### src/rtl/dlfloat_pkg.sv
`default_nettype none
// ============================================================================
// Package  : dlfloat_pkg
// Brief    : Shared DLFloat16 types, field widths and sequencer state encoding.
// Revision : 1.0 - initial release
// ============================================================================
package dlfloat_pkg;

    localparam int DLF_W = 16;
    localparam int EXP_W = 6;
    localparam int MAN_W = 9;
    localparam logic [EXP_W-1:0] EXP_SPECIAL = 6'h3F;

    typedef struct packed {
        logic             sign;
        logic [EXP_W-1:0] exp;
        logic [MAN_W-1:0] man;
    } dlfloat_t;

    typedef enum logic [2:0] {
        S_IDLE   = 3'd0,
        S_LOAD_A = 3'd1,
        S_LOAD_B = 3'd2,
        S_DRAIN  = 3'd3,
        S_OUTPUT = 3'd4
    } seq_state_t;

    // All-ones exponent marks the inf/NaN class.
    function automatic logic is_special(input dlfloat_t v);
        return v.exp == EXP_SPECIAL;
    endfunction

endpackage
`default_nettype wire

### src/rtl/dlfloat_beat_pack.sv
`default_nettype none
// ============================================================================
// Module   : dlfloat_beat_pack
// Brief    : Joins a high/low byte pair into a DLFloat16 word and flags the
//            inf/NaN exponent class.
// Revision : 1.0 - initial release
// ============================================================================
module dlfloat_beat_pack
    import dlfloat_pkg::*;
(
    input  logic [7:0] i_msb,
    input  logic [7:0] i_lsb,
    output dlfloat_t   o_word,
    output logic       o_special
);

    assign o_word    = dlfloat_t'({i_msb, i_lsb});
    assign o_special = is_special(o_word);

endmodule
`default_nettype wire

### src/rtl/dlfloat_mac_seq.sv
`default_nettype none
// ============================================================================
// Module   : dlfloat_mac_seq
// Brief    : Collects byte-lane A/B operand beats, issues them to the DLFloat
//            MAC, drains its pipeline and presents the dot product via valid/ready.
// Revision : 1.0 - initial release
// ============================================================================
module dlfloat_mac_seq
    import dlfloat_pkg::*;
#(
    parameter int MAC_LAT = 2,
    parameter int LEN_W   = 8
) (
    input  logic             clk,
    input  logic             rst,
    input  logic             start,
    input  logic             abort,
    input  logic [LEN_W-1:0] vec_len,
    input  logic [7:0]       in_msb,
    input  logic [7:0]       in_lsb,
    input  logic             in_valid,
    output logic             in_ready,
    output logic [DLF_W-1:0] mac_a,
    output logic [DLF_W-1:0] mac_b,
    output logic             mac_en,
    output logic             mac_acc_clr,
    input  logic [DLF_W-1:0] mac_result,
    output logic [DLF_W-1:0] res_data,
    output logic             res_valid,
    input  logic             res_ready,
    output logic             res_special,
    output logic             busy
);

    localparam int c_DRAIN_W = (MAC_LAT < 1) ? 1 : $clog2(MAC_LAT + 1);

    seq_state_t             r_state;
    seq_state_t             w_state_next;
    logic [LEN_W-1:0]       r_len;
    logic [LEN_W-1:0]       r_count;
    logic [c_DRAIN_W-1:0]   r_drain;
    dlfloat_t               r_a_reg;

    logic                   w_xfer;
    logic                   w_last;
    logic                   w_drain_done;
    logic [7:0]             w_pack_msb;
    logic [7:0]             w_pack_lsb;
    dlfloat_t               w_pack;
    logic                   w_pack_special;

    // Operand lanes are idle while draining, so one packer serves both the
    // incoming beats and the result decode.
    assign w_pack_msb = (r_state == S_DRAIN) ? mac_result[15:8] : in_msb;
    assign w_pack_lsb = (r_state == S_DRAIN) ? mac_result[7:0]  : in_lsb;

    dlfloat_beat_pack u_pack (
        .i_msb     (w_pack_msb),
        .i_lsb     (w_pack_lsb),
        .o_word    (w_pack),
        .o_special (w_pack_special)
    );

    assign in_ready     = (r_state == S_LOAD_A) || (r_state == S_LOAD_B);
    assign busy         = (r_state != S_IDLE);
    assign w_xfer       = in_valid && in_ready;
    assign w_last       = (r_count == (r_len - LEN_W'(1)));
    assign w_drain_done = (r_drain == '0);

    always_ff @(posedge clk) begin
        if (rst) begin
            r_state <= S_IDLE;
        end else begin
            r_state <= w_state_next;
        end
    end

    always_comb begin
        w_state_next = r_state;
        if (abort) begin
            w_state_next = S_IDLE;
        end else begin
            case (r_state)
                S_IDLE: begin
                    if (start) begin
                        w_state_next = (vec_len != '0) ? S_LOAD_A : S_OUTPUT;
                    end
                end
                S_LOAD_A: begin
                    if (w_xfer) w_state_next = S_LOAD_B;
                end
                S_LOAD_B: begin
                    if (w_xfer) w_state_next = w_last ? S_DRAIN : S_LOAD_A;
                end
                S_DRAIN: begin
                    if (w_drain_done) w_state_next = S_OUTPUT;
                end
                S_OUTPUT: begin
                    if (res_ready) w_state_next = S_IDLE;
                end
                default: w_state_next = S_IDLE;
            endcase
        end
    end

    always_ff @(posedge clk) begin
        if (rst) begin
            r_len       <= '0;
            r_count     <= '0;
            r_drain     <= '0;
            r_a_reg     <= '0;
            mac_a       <= '0;
            mac_b       <= '0;
            mac_en      <= 1'b0;
            mac_acc_clr <= 1'b0;
            res_data    <= '0;
            res_valid   <= 1'b0;
            res_special <= 1'b0;
        end else begin
            mac_en      <= 1'b0;
            mac_acc_clr <= 1'b0;
            if (abort) begin
                // An issue strobe already on the bus this cycle is left alone.
                res_valid <= 1'b0;
                r_count   <= '0;
                r_drain   <= '0;
            end else begin
                case (r_state)
                    S_IDLE: begin
                        if (start) begin
                            if (vec_len != '0) begin
                                r_len       <= vec_len;
                                r_count     <= '0;
                                mac_acc_clr <= 1'b1;
                            end else begin
                                res_data    <= '0;
                                res_special <= 1'b0;
                                res_valid   <= 1'b1;
                            end
                        end
                    end
                    S_LOAD_A: begin
                        if (w_xfer) r_a_reg <= w_pack;
                    end
                    S_LOAD_B: begin
                        if (w_xfer) begin
                            mac_a   <= r_a_reg;
                            mac_b   <= w_pack;
                            mac_en  <= 1'b1;
                            r_count <= r_count + LEN_W'(1);
                            // Counter is live in the last issue cycle, so the
                            // result is sampled exactly MAC_LAT cycles later.
                            if (w_last) r_drain <= c_DRAIN_W'(MAC_LAT);
                        end
                    end
                    S_DRAIN: begin
                        if (w_drain_done) begin
                            res_data    <= w_pack;
                            res_special <= w_pack_special;
                            res_valid   <= 1'b1;
                        end else begin
                            r_drain <= r_drain - c_DRAIN_W'(1);
                        end
                    end
                    S_OUTPUT: begin
                        if (res_ready) res_valid <= 1'b0;
                    end
                    default: ;
                endcase
            end
        end
    end

endmodule
`default_nettype wire

### config.mk
export PLATFORM = sky130hd
export DESIGN_NAME = dlfloat_mac_seq
export DESIGN_NICKNAME = d
export VERILOG_FILES = /design/src/rtl/dlfloat_pkg.sv /design/src/rtl/dlfloat_beat_pack.sv /design/src/rtl/dlfloat_mac_seq.sv
export SDC_FILE = /design/constraint.sdc
export NUM_CORES = 1
export LEC_CHECK = 0
export BUFFER_PORTS_ARGS = -buffer_cell sky130_fd_sc_hd__buf_2
export CORE_ASPECT_RATIO = 0.7
export CORE_UTILIZATION = 49
export CTS_BUF_LIST = sky130_fd_sc_hd__clkbuf_8
export CTS_CLUSTER_DIAMETER = 60
export DETAILED_ROUTE_END_ITERATION = 8
export PLACE_DENSITY = 0.76
export SLEW_MARGIN = 30
export SYNTH_ARGS = -nofsm -noshare
export SYNTH_HDL_FRONTEND = slang
export SYNTH_HIERARCHICAL = 1
export SYNTH_SLANG_ARGS = --single-unit
### constraint.sdc
create_clock -name clk -period 3.2 [get_ports clk]
set_input_delay 0.8 -clock clk [delete_from_list [all_inputs] [get_ports clk]]
set_output_delay 0.8 -clock clk [all_outputs]
set_load 0.02 [all_outputs]
== Yosys cells after proc, flatten, opt, wreduce, memory -nomap -nowiden ==
Index checks and enable logic that the tools add are counted.
Word-level totals
  flip-flop bits (word level): 89
  latch bits: 0
  RAM bits: 0
  memory bits (read-only): 0
  output and inout bits: 54
  word-level logic and storage cells: 90
  memories: 0
Operators by class
  add/sub/neg operators: 3
  $mul: 0
  divide/modulo/power cells: 0
  magnitude comparators: 0
  equal/unequal tests: 15
  shift-type cells: 0
  mux-type cells: 33
  bitwise operators: 4
  reductions and logical operators: 21
Operator list (number)
  $mux W16: 3
  $mux W8: 5
  $pmux W16 S2: 1
  $mux W3: 6
  $ne A2 B2 Y1 const B: 9
  $pmux W8 S2: 1
  $pmux W3 S5: 1
  $reduce_and A5 Y1: 3
  $reduce_and A4 Y1: 3
  $mux W1: 9
  $add A8 B1 Y8 const B: 1
  $eq A8 B8 Y1: 1
  $mux W2: 4
  $reduce_bool A8 Y1: 1
  $sub A8 B1 Y8 const B: 1
  $eq A3 B2 Y1 const B: 2
  $eq A6 B6 Y1 const B: 1
  $reduce_and A3 Y1: 2
  $reduce_bool A2 Y1: 3
  $reduce_bool A3 Y1: 2
  $not A1 Y1: 4
  $pmux W2 S2: 1
  $reduce_or A4 Y1: 1
  $eq A3 B1 Y1 const B: 1
  other kinds (10): 10

== Depth between registers and ports, before layout ==
Gate-level depths: netlist of run 1.
  depth in word-level cells: 5
  mapped depth: 11
  mapped depth without buffers: 8

== Cells and area by module ==
Netlist of run 1, hierarchy kept.
Modules (own cells, without submodules)
  dlfloat_mac_seq: times used 1, cells an instance 482, area an instance 3860.0 um^2, sequential area each 1781.7 um^2
  dlfloat_beat_pack: times used 1, cells an instance 19, area an instance 133.9 um^2, sequential area each 0.0 um^2

== Least setup slack after synthesis of run 1 ==
Ideal clock, no wire load.
  kind: input port to flip-flop
  from: input vec_len[3]
  to: register res_data[14]
  library setup time: 0.131 ns
  arrival: 2.365 ns
  required time: 3.069 ns
  setup slack: 0.705 ns
  stages on the path: 7
  buffers on the path: 1
  cell sequence: or4_4 -> nor2_4 -> nand2_2 -> a2111o_1 -> clkbuf_1 -> nand2_1 -> a21oi_2
On the way
  word-level cells in the longest chain between the ends: 3
Ends and longest elaborated chain
  from (decl): RTL line dlfloat_mac_seq.sv:18  | input logic [LEN_W-1:0] vec_len,
  $reduce_bool A8 Y1: RTL line dlfloat_mac_seq.sv:131  | if (vec_len != '0) begin
  $ne A2 B2 Y1 (no source line)
  $reduce_and A5 Y1 (no source line)
  to (signal assigned): RTL line dlfloat_mac_seq.sv:158  | res_data <= w_pack;
  to (decl): RTL line dlfloat_mac_seq.sv:28  | output logic [DLF_W-1:0] res_data,
No other way between the ends.
A chain may end at the register's enable or synchronous reset.

== Worst setup path after layout of run 1 ==
  from: register r_len[0]
  to: register r_state[1]
On the way
  word-level cells in the longest chain between the ends: 5
Ends and longest elaborated chain
  from (decl): RTL line dlfloat_mac_seq.sv:39  | logic [LEN_W-1:0] r_len;
  from (signal assigned): RTL line dlfloat_mac_seq.sv:132  | r_len <= vec_len;
  $sub A8 B1 Y8: RTL line dlfloat_mac_seq.sv:67  | assign w_last = (r_count == (r_len - LEN_W'(1)));
  $eq A8 B8 Y1: RTL line dlfloat_mac_seq.sv:67
  $mux W2: RTL line dlfloat_mac_seq.sv:93  | if (w_xfer) w_state_next = w_last ? S_DRAIN : S_LOAD_A;
  $mux W3: RTL line dlfloat_mac_seq.sv:93
  $pmux W3 S5: RTL line dlfloat_mac_seq.sv:83  | case (r_state)
  to (signal assigned): RTL line dlfloat_mac_seq.sv:74  | r_state <= w_state_next;
  to (decl): RTL line dlfloat_mac_seq.sv:37  | seq_state_t r_state;
No other way between the ends. The select of a mux whose other input is x is not followed.

==> results_dict.tcl, run 1 <==
set metrics [dict create \
    async_flop_share_pct 0 \
    antenna_found_initial 0 \
    hp-start "mac_b[7]$_SDFFE_PP0P_" \
    synth.ff_latch_count 89 \
    power_mw 2.090 \
    fmax_ghz 0.4065 \
    track_usage_pct 24.58 \
    mostFrequentLayoutCells "138 x nand2_1, 99 x buf_2, 89 x dfxtp_1, 56 x a21oi_1, 43 x nor2_1" \
    worst_pin_slew_ns 0.7484 \
    avgSynthCellArea_um2 7.972 \
    final_nets 618 \
    grt_start_max_net_pins 76 \
    hold_path_class "flip-flop to flip-flop" \
    vias_per_cell 5.361 \
    fin_crit_sh_pct 76.88 \
    post-cts-setup-buffers 0 \
    clk_path_buf_depth 2 \
    clk_latency_ns 0.36 \
    antenna_cells 0 \
    crit_required_ns 3.45 \
    clk_pin_slew_ns 0.08 \
    critPathMaxStageDelay_ns 0.49 \
    synth_cell_types 53 \
    setup_viol 0 \
    slew_viol_final 0 \
    cts_tree "yes" \
    area_growth_pct 16.10 \
    hold_ws_ns 0.4561 \
    ant_nets 0 \
    crit_type "flip-flop to flip-flop" \
    synth-main-ff-cell "dfxtp_1" \
    yosysWarnings 6 \
    chipWidth_um 109.9 \
    status "finished clean" \
    final_common_cell "nand2_1" \
    coreArea_mm2 0.007871 \
    synth.cell_area_mm2 0.003994 \
    fin_cells 675 \
    num_rows 27 \
    cap_violations 0 \
    rsz0062_at_grt "no" \
    syn-instance-count 501 \
    cts_resized 0 \
    layout_setup_ws_ns 0.7399 \
    htree_levels 3 \
    die_area_mm2 0.008521 \
    grt_pass1_vias 3325 \
    setup-tns-final_ns 0 \
    pre_cts_ws_ns 0.4584 \
    ys_seq_area_share_pct 44.61 \
    drtPass1Iterations 4 \
    fillCellCount 713 \
    drc 0 \
    syn-num-nets 550 \
    path_max_fanout 4 \
    vias 3619 \
    fin_skew_ns 0.01109 \
    dp_hpwl_um 7385 \
    hold_buffers 0 \
    slew_headroom_pct 50.11 \
    grt_pass1_wl_um 16090 \
    finalHoldViolations 0 \
    cts_buffers 9 \
    r2r-start "r_len[0]$_SDFFE_PP0P_" \
    period_minus_slack_ns 2.460 \
    path_cells "inv_1 -> ha_1 -> or3b_4 -> or4_1 -> a211oi_2 -> nand3_1 -> a2111oi_2" \
    start_util_pct 50.74 \
    synth_edf_count 0 \
    wirelength_um 10070 \
    drtIter0Drc 264 \
    die_y_um 77.54 \
    dp.cells 659 \
    start_kind "flip-flop" \
    root_buffer "clkbuf_8" \
    layout-drive-gt1-share_pct 23.52 \
    cts.sinks 89 \
    slowest_stage "or4_1" \
    leakagePower_nw 1.906 \
    cp-end-kind "flip-flop" \
    ios 100 \
    worstSetupStartpoint "r_len[0]$_SDFFE_PP0P_" \
    wire_per_inst_um 14.92 \
    gr-total-overflow 0 \
    place_congestion 0.9046 \
    ir_drop_mv 0.2836 \
    portBuffers 99 \
    arrival_ns 2.71 \
    powerDensity_mw_per_mm2 450.7 \
]
## kinds of logic after synthesis
| kind of cell | share of synthesized area, % |
|---|---|
| buffers and inverters | 7.143 |
| AOI/OAI and AO/OA | 11.75 |
| DFF | 44.61 |
| and+or+nand+nor | 26.29 |
| adders and majority gates | 0.9399 |
| xor gates and xnor gates | 3.509 |
| muxes | 5.764 |
## layout make-up
type	count	area, um^2	share of cell area [%]
clock buffers	12	165.2	3.562
clock inverters	4	51.30	1.106
inverters	8	30.03	0.6476
multi-input cells	356	1942	41.88
flip-flops and latches	89	1782	38.42
well taps	101	126.4	2.725
repair buffers	105	540.5	11.66
## cells in the mapped netlist (2+ instances only)
master / number / share of area, %
buf_2: 6 / 0.75
a21oi_1: 56 / 7.0
xnor2_1: 9 / 2.0
nand3_1: 24 / 3.0
inv_1: 8 / 0.75
or4_1: 2 / 0.38
dfxtp_1: 89 / 45
xor2_1: 7 / 1.5
nand4_1: 4 / 0.63
nand2_1: 138 / 13
nand3b_1: 3 / 0.56
clkbuf_1: 25 / 2.3
nor2b_1: 3 / 0.47
nor3_1: 3 / 0.38
nand2b_1: 3 / 0.47
or4_4: 2 / 0.56
a211oi_1: 2 / 0.38
buf_4: 16 / 3.0
nor2_1: 43 / 4.0
ha_1: 3 / 0.94
mux2i_1: 23 / 5.8
## path summary, 6_finish.rpt
kind,endpoint,slack (ns),cells past startpoint
worst max-delay path,r_state[1]$_SDFFE_PP0P_,0.74,7
worst min-delay path,mac_b[7]$_SDFFE_PP0P_,0.46,2
worst max register to register,r_state[1]$_SDFFE_PP0P_,0.74,7
worst min register to register,mac_b[7]$_SDFFE_PP0P_,0.46,2
## power breakdown
part	total, mW	switching (mW)	internal [mW]
Combinational	0.161	0.0965	0.0648
Sequential	1.13	0.0115	1.12
Clock	0.801	0.376	0.425
## per-stage QoR
step	cell area (um^2)	utilization, %
global route	4637	58.91
floorplan	3994	-
global placement	4420	56.16
CTS	4637	58.91
finish	4637	58.91
detailed placement	4420	56.16
## per-layer routing
metal  global-route usage [%]  part of all wire [%]  routed length, um
met1                    34.61                    46               4628
met2                    36.81                    44               4435
met3                    7.479                   9.2                929
met4                    5.200                  0.75                 76
met5                        0                     0                  0
## critical path, delay by kind of cell (launching register included)
kind	cells	cell delay (ns)
AOI/OAI and AO/OA	2	0.67
adders and majority gates	1	0.22
buffers and inverters	1	0.09
DFF	1	0.35
and+or+nand+nor	3	1.03
Note: power is estimated with default switching activity, not from simulation.
==> run 2, diff against run 1 <==
==> constraint.sdc (replaced) <==
create_clock -name clk -period 2.5 [get_ports clk]
set_input_delay 0.625 -clock clk [delete_from_list [all_inputs] [get_ports clk]]
set_output_delay 0.625 -clock clk [all_outputs]
set_load 0.02 [all_outputs]
==> run 2 against run 1 <==
Effect of this change:
- routed wire length fell by 0.11%
- clock-buffer cell count fell by 1
- global-route usage rose by 0.098 points
- sequential share of layout area fell by 0.23 points
- critical endpoint unchanged
- highest routed layer unchanged
==> results_dict.tcl, run 2 (synthesis gave the netlist of run 1 again) <==
set metrics [dict create \
    clk_pin_slew_ns 0.09 \
    fin_crit_sh_pct 95.40 \
    fillCellCount 720 \
    period_minus_slack_ns 2.385 \
    crit_required_ns 2.75 \
    track_usage_pct 24.68 \
    grt_pass1_wl_um 16130 \
    post-cts-setup-buffers 0 \
    crit_type "flip-flop to flip-flop" \
    ir_drop_mv 0.3032 \
    fin_cells 677 \
    worst_pin_slew_ns 0.7721 \
    drc 0 \
    clk_latency_ns 0.36 \
    cts_tree "yes" \
    vias 3590 \
    rsz0062_at_grt "no" \
    setup-tns-final_ns 0 \
    wirelength_um 10060 \
    start_kind "flip-flop" \
    layout_setup_ws_ns 0.1151 \
    coreArea_mm2 0.007871 \
    slew_viol_final 0 \
    area_growth_pct 16.79 \
    powerDensity_mw_per_mm2 571.7 \
    die_area_mm2 0.008521 \
    path_max_fanout 4 \
    pre_cts_ws_ns -0.07087 \
    finalHoldViolations 0 \
    num_rows 27 \
    wire_per_inst_um 14.86 \
    hold_ws_ns 0.4416 \
    ant_nets 0 \
    cp-end-kind "flip-flop" \
    die_y_um 77.54 \
    cts.sinks 89 \
    layout-drive-gt1-share_pct 24.31 \
    setup_viol 0 \
    slew_headroom_pct 48.53 \
    hold_path_class "flip-flop to flip-flop" \
    grt_start_max_net_pins 76 \
    start_util_pct 50.74 \
    final_common_cell "nand2_1" \
    place_congestion 0.8782 \
    arrival_ns 2.64 \
    vias_per_cell 5.303 \
    drtPass1Iterations 5 \
    status "finished clean" \
    finalInstanceArea_mm2 0.004664 \
    portBuffers 99 \
    gr-total-overflow 0 \
    fmax_ghz 0.4193 \
    cts_buffers 9 \
    chipWidth_um 109.9 \
    dp.cells 661 \
    cap_violations 0 \
    grt_pass1_vias 3309 \
    antenna_cells 0 \
    clk_path_buf_depth 2 \
    leakagePower_nw 1.913 \
    htree_levels 3 \
    drtIter0Drc 291 \
    mostFrequentLayoutCells "138 x nand2_1, 99 x buf_2, 89 x dfxtp_1, 55 x a21oi_1, 43 x nor2_1" \
    antenna_found_initial 0 \
    dp_hpwl_um 7351 \
    final_nets 620 \
    place_area_mm2 0.004448 \
    fin_skew_ns 0.008777 \
    ios 100 \
    root_buffer "clkbuf_8" \
]
run 2: cell count changes in the layout (fill, tap and decap cells not counted), sizes merged:
cell / before / now
clkbuf: 12 / 11
buf: 105 / 107
clkinvlp: 0 / 1
run 2: per-layer routing:
layer  track usage [%]  share of wire [%]  vias up
li1                  -                  -     1780
met1             35.15                 48     1655
met2             36.13                 42      140
met3             7.059                8.5       15
met4             6.667                1.4        0
met5                 0                  0        -
run 2: repair_timing:
action / 4_1_cts / 5_1_grt
resized for setup: 0 / 3
hold buffers: 0 / 0
endpoints found under the setup margin: 0 / 2
run 2: power by group:
group | internal (mW) | switching [mW]
clock | 0.513 | 0.499
combinational | 0.0850 | 0.127
sequential | 1.43 | 0.0135
run 2: critical path: stages, from the launching register on:
cell and delay (ns):
dfxtp_1 0.34, inv_1 0.10, ha_2 0.20, or3b_4 0.39, or4_4 0.49, a211oi_2 0.25, nand3_1 0.13, a2111oi_2 0.37
run 2: cell type report:
| type | count | area, um^2 | share of cell area, % |
|---|---|---|---|
| inverters | 8 | 30.03 | 0.6438 |
| well taps | 101 | 126.4 | 2.709 |
| clock buffers | 11 | 151.4 | 3.246 |
| flip-flops and latches | 89 | 1782 | 38.20 |
| repair buffers | 107 | 568.0 | 12.18 |
| multi-input cells | 356 | 1952 | 41.85 |
| clock inverters | 5 | 55.05 | 1.180 |
run 2: worst paths after layout:
check	startpoint	slack, ns	cells past startpoint	endpoint
min	r_a_reg[6]$_SDFFE_PP0P_	0.44	2	mac_a[6]$_SDFFE_PP0P_
max reg2reg	r_len[0]$_SDFFE_PP0P_	0.12	7	r_state[1]$_SDFFE_PP0P_
max	r_len[0]$_SDFFE_PP0P_	0.12	7	r_state[1]$_SDFFE_PP0P_
min reg2reg	r_a_reg[6]$_SDFFE_PP0P_	0.44	2	mac_a[6]$_SDFFE_PP0P_
run 2: through the flow:
step           power, mW  utilization (%)
2_1_floorplan      1.619                -
4_1_cts            2.672            59.13
6_report           2.667            59.26
3_5_place_dp       1.683            56.51
3_3_place_gp       1.675            56.51
5_1_grt            2.766            59.26
==> run 3, diff against run 2 <==
--- a/config.mk
+++ b/config.mk
@@ -6,7 +6,7 @@
 export NUM_CORES = 1
 export LEC_CHECK = 0
 export BUFFER_PORTS_ARGS = -buffer_cell sky130_fd_sc_hd__buf_2
-export CORE_ASPECT_RATIO = 0.7
+export CORE_ASPECT_RATIO = 0.8
 export CORE_UTILIZATION = 49
 export CTS_BUF_LIST = sky130_fd_sc_hd__clkbuf_8
 export CTS_CLUSTER_DIAMETER = 60
==> run 3 against run 2 <==
Effect of this change:
- the flow now finishes with violations (DRC)
- cell count is 0.89% higher
- clock skew grew 0.0041 ns
- worst hold slack better by 0.0051 ns
- global-route usage shrank 2.5 points
- power down 1.2%
- final area down 0.29%
- maximum frequency rose by 1.1%
- critical path depth unchanged
- first-iteration DRC count shrank 43%
- setup slack improved by 0.027 ns
- critical path type unchanged
- sequential power is essentially flat
- largest power group unchanged
- utilization decreased by 0.46 points
==> results_dict.tcl, run 3 (synthesis gave the netlist of run 1 again) <==
set metrics [dict create \
    start_kind "flip-flop" \
    root_buffer "clkbuf_8" \
    htree_levels 3 \
    cts_buffers 9 \
    crit_type "flip-flop to flip-flop" \
    ant_nets 0 \
    final_common_cell "nand2_1" \
    cap_violations 0 \
    hold_ws_ns 0.4468 \
    vias_per_cell 5.234 \
    num_rows 29 \
    crit_required_ns 2.74 \
    fmax_ghz 0.4241 \
    final_util_pct 58.79 \
    slew_headroom_pct 51.18 \
    wirelength_um 9296 \
    coreArea_mm2 0.007910 \
    final_nets 619 \
    worstSetupStartpoint "r_len[0]$_SDFFE_PP0P_" \
    clk_pin_slew_ns 0.09 \
    r2r_slack_ns 0.14 \
    reg2regPathDepth 7 \
    clk_path_buf_depth 2 \
    path_max_fanout 4 \
    slowest_stage "or4_1" \
    fin_skew_ns 0.01285 \
    finalHoldViolations 0 \
    antenna_found_initial 0 \
    cts_tree "yes" \
    arrival_ns 2.60 \
    antenna_cells 0 \
    slew_viol_final 0 \
    path_cells "inv_1 -> ha_1 -> or3b_4 -> or4_1 -> a211oi_2 -> nand3_1 -> a2111oi_2" \
    die_y_um 82.75 \
    critPathMaxStageDelay_ns 0.49 \
    post-cts-setup-buffers 0 \
    vias 3575 \
    gr-total-overflow 0 \
    violations "DRC" \
    rsz0062_at_grt "no" \
    powerDensity_mw_per_mm2 566.3 \
    ir_drop_mv 0.2655 \
    grt_pass1_vias 3008 \
    ios 100 \
    track_usage_pct 22.14 \
    start_util_pct 50.49 \
    endpoint "r_state[1]$_SDFFE_PP0P_" \
    clk_latency_ns 0.35 \
    wire_per_inst_um 13.61 \
    r2r-start "r_len[0]$_SDFFE_PP0P_" \
    drtPass1Iterations 6 \
    leakagePower_nw 1.906 \
    status "finished with violations" \
    power_mw 2.634 \
    hold_buffers 0 \
    place_congestion 0.7746 \
    portBuffers 99 \
    mostFrequentLayoutCells "138 x nand2_1, 99 x buf_2, 89 x dfxtp_1, 56 x a21oi_1, 43 x nor2_1" \
    chipWidth_um 102.9 \
    grt_pass1_wl_um 14390 \
    period_minus_slack_ns 2.358 \
    r2r_end "r_state[1]$_SDFFE_PP0P_" \
    cts.sinks 89 \
    cp-end-kind "flip-flop" \
    die_area_mm2 0.008518 \
    grt_start_max_net_pins 76 \
    setup_viol 0 \
    fin_crit_sh_pct 94.32 \
    hold_path_class "flip-flop to flip-flop" \
    worst_pin_slew_ns 0.7323 \
    cts_resized 0 \
    dp_hpwl_um 6779 \
    area_growth_pct 16.45 \
    layout-drive-gt1-share_pct 23.65 \
    drtIter0Drc 167 \
    drc 1 \
]
run 3: layer usage:
metal | vias to the layer above | global-route usage (%) | routed length, um
met2 | 102 | 32.80 | 4141
met5 | - | 0 | 0
li1 | 1783 | - | -
met1 | 1683 | 32.45 | 4605
met3 | 7 | 3.367 | 469
met4 | 0 | 7.887 | 80
run 3: worst min-delay path by stage:
stage | from | to | slack, ns | cells past startpoint
floorplan | r_a_reg[0]$_SDFFE_PP0P_ | mac_a[0]$_SDFFE_PP0P_ | 0.43 | 2
global placement | r_a_reg[5]$_SDFFE_PP0P_ | mac_a[5]$_SDFFE_PP0P_ | 0.44 | 2
detailed placement | r_a_reg[9]$_SDFFE_PP0P_ | mac_a[9]$_SDFFE_PP0P_ | 0.44 | 2
CTS | r_a_reg[1]$_SDFFE_PP0P_ | mac_a[1]$_SDFFE_PP0P_ | 0.45 | 2
global route | res_data[11]$_SDFFE_PP0P_ | res_data[11]$_SDFFE_PP0P_ | 0.47 | 2
finish | r_a_reg[1]$_SDFFE_PP0P_ | mac_a[1]$_SDFFE_PP0P_ | 0.45 | 2
run 3: layout make-up:
cell class / count / area [um^2]
Inverter: 8 / 30.03
Sequential cell: 89 / 1782
Tap cell: 108 / 135.1
Fill cell: 759 / 3259
Timing Repair Buffer: 106 / 560.5
Clock inverter: 7 / 77.57
Multi-Input combinational cell: 356 / 1942
Clock buffer: 9 / 123.9
run 3: critical path: cells and delay by family, from the launching register on:
family                     cells  cell delay (ns)
buffers and inverters          1             0.09
and+or+nand+nor                3             1.02
adders and majority gates      1             0.20
DFF                            1             0.35
AOI/OAI and AO/OA              2             0.61
run 3: report_power, final:
part | switching, mW | total, mW | internal [mW]
Sequential | 0.0149 | 1.44 | 1.43
Combinational | 0.117 | 0.199 | 0.0827
Clock | 0.517 | 0.990 | 0.473
Total | 0.648 | 2.63 | 1.99
run 3: stage by stage:
| stage | instance area, um^2 | instances | setup WS [ns] | setup TNS (ns) |
|---|---|---|---|---|
| 2_1_floorplan | 3994 | 501 | 0.1799 | 0 |
| 3_3_place_gp | 4449 | 667 | -0.02189 | -0.1756 |
| 3_5_place_dp | 4449 | 667 | -0.08595 | -0.9079 |
| 4_1_cts | 4651 | 683 | 0.1026 | 0 |
| 5_1_grt | 4651 | 683 | 0.01527 | 0 |
| 6_report | 4651 | 683 | 0.1420 | 0 |
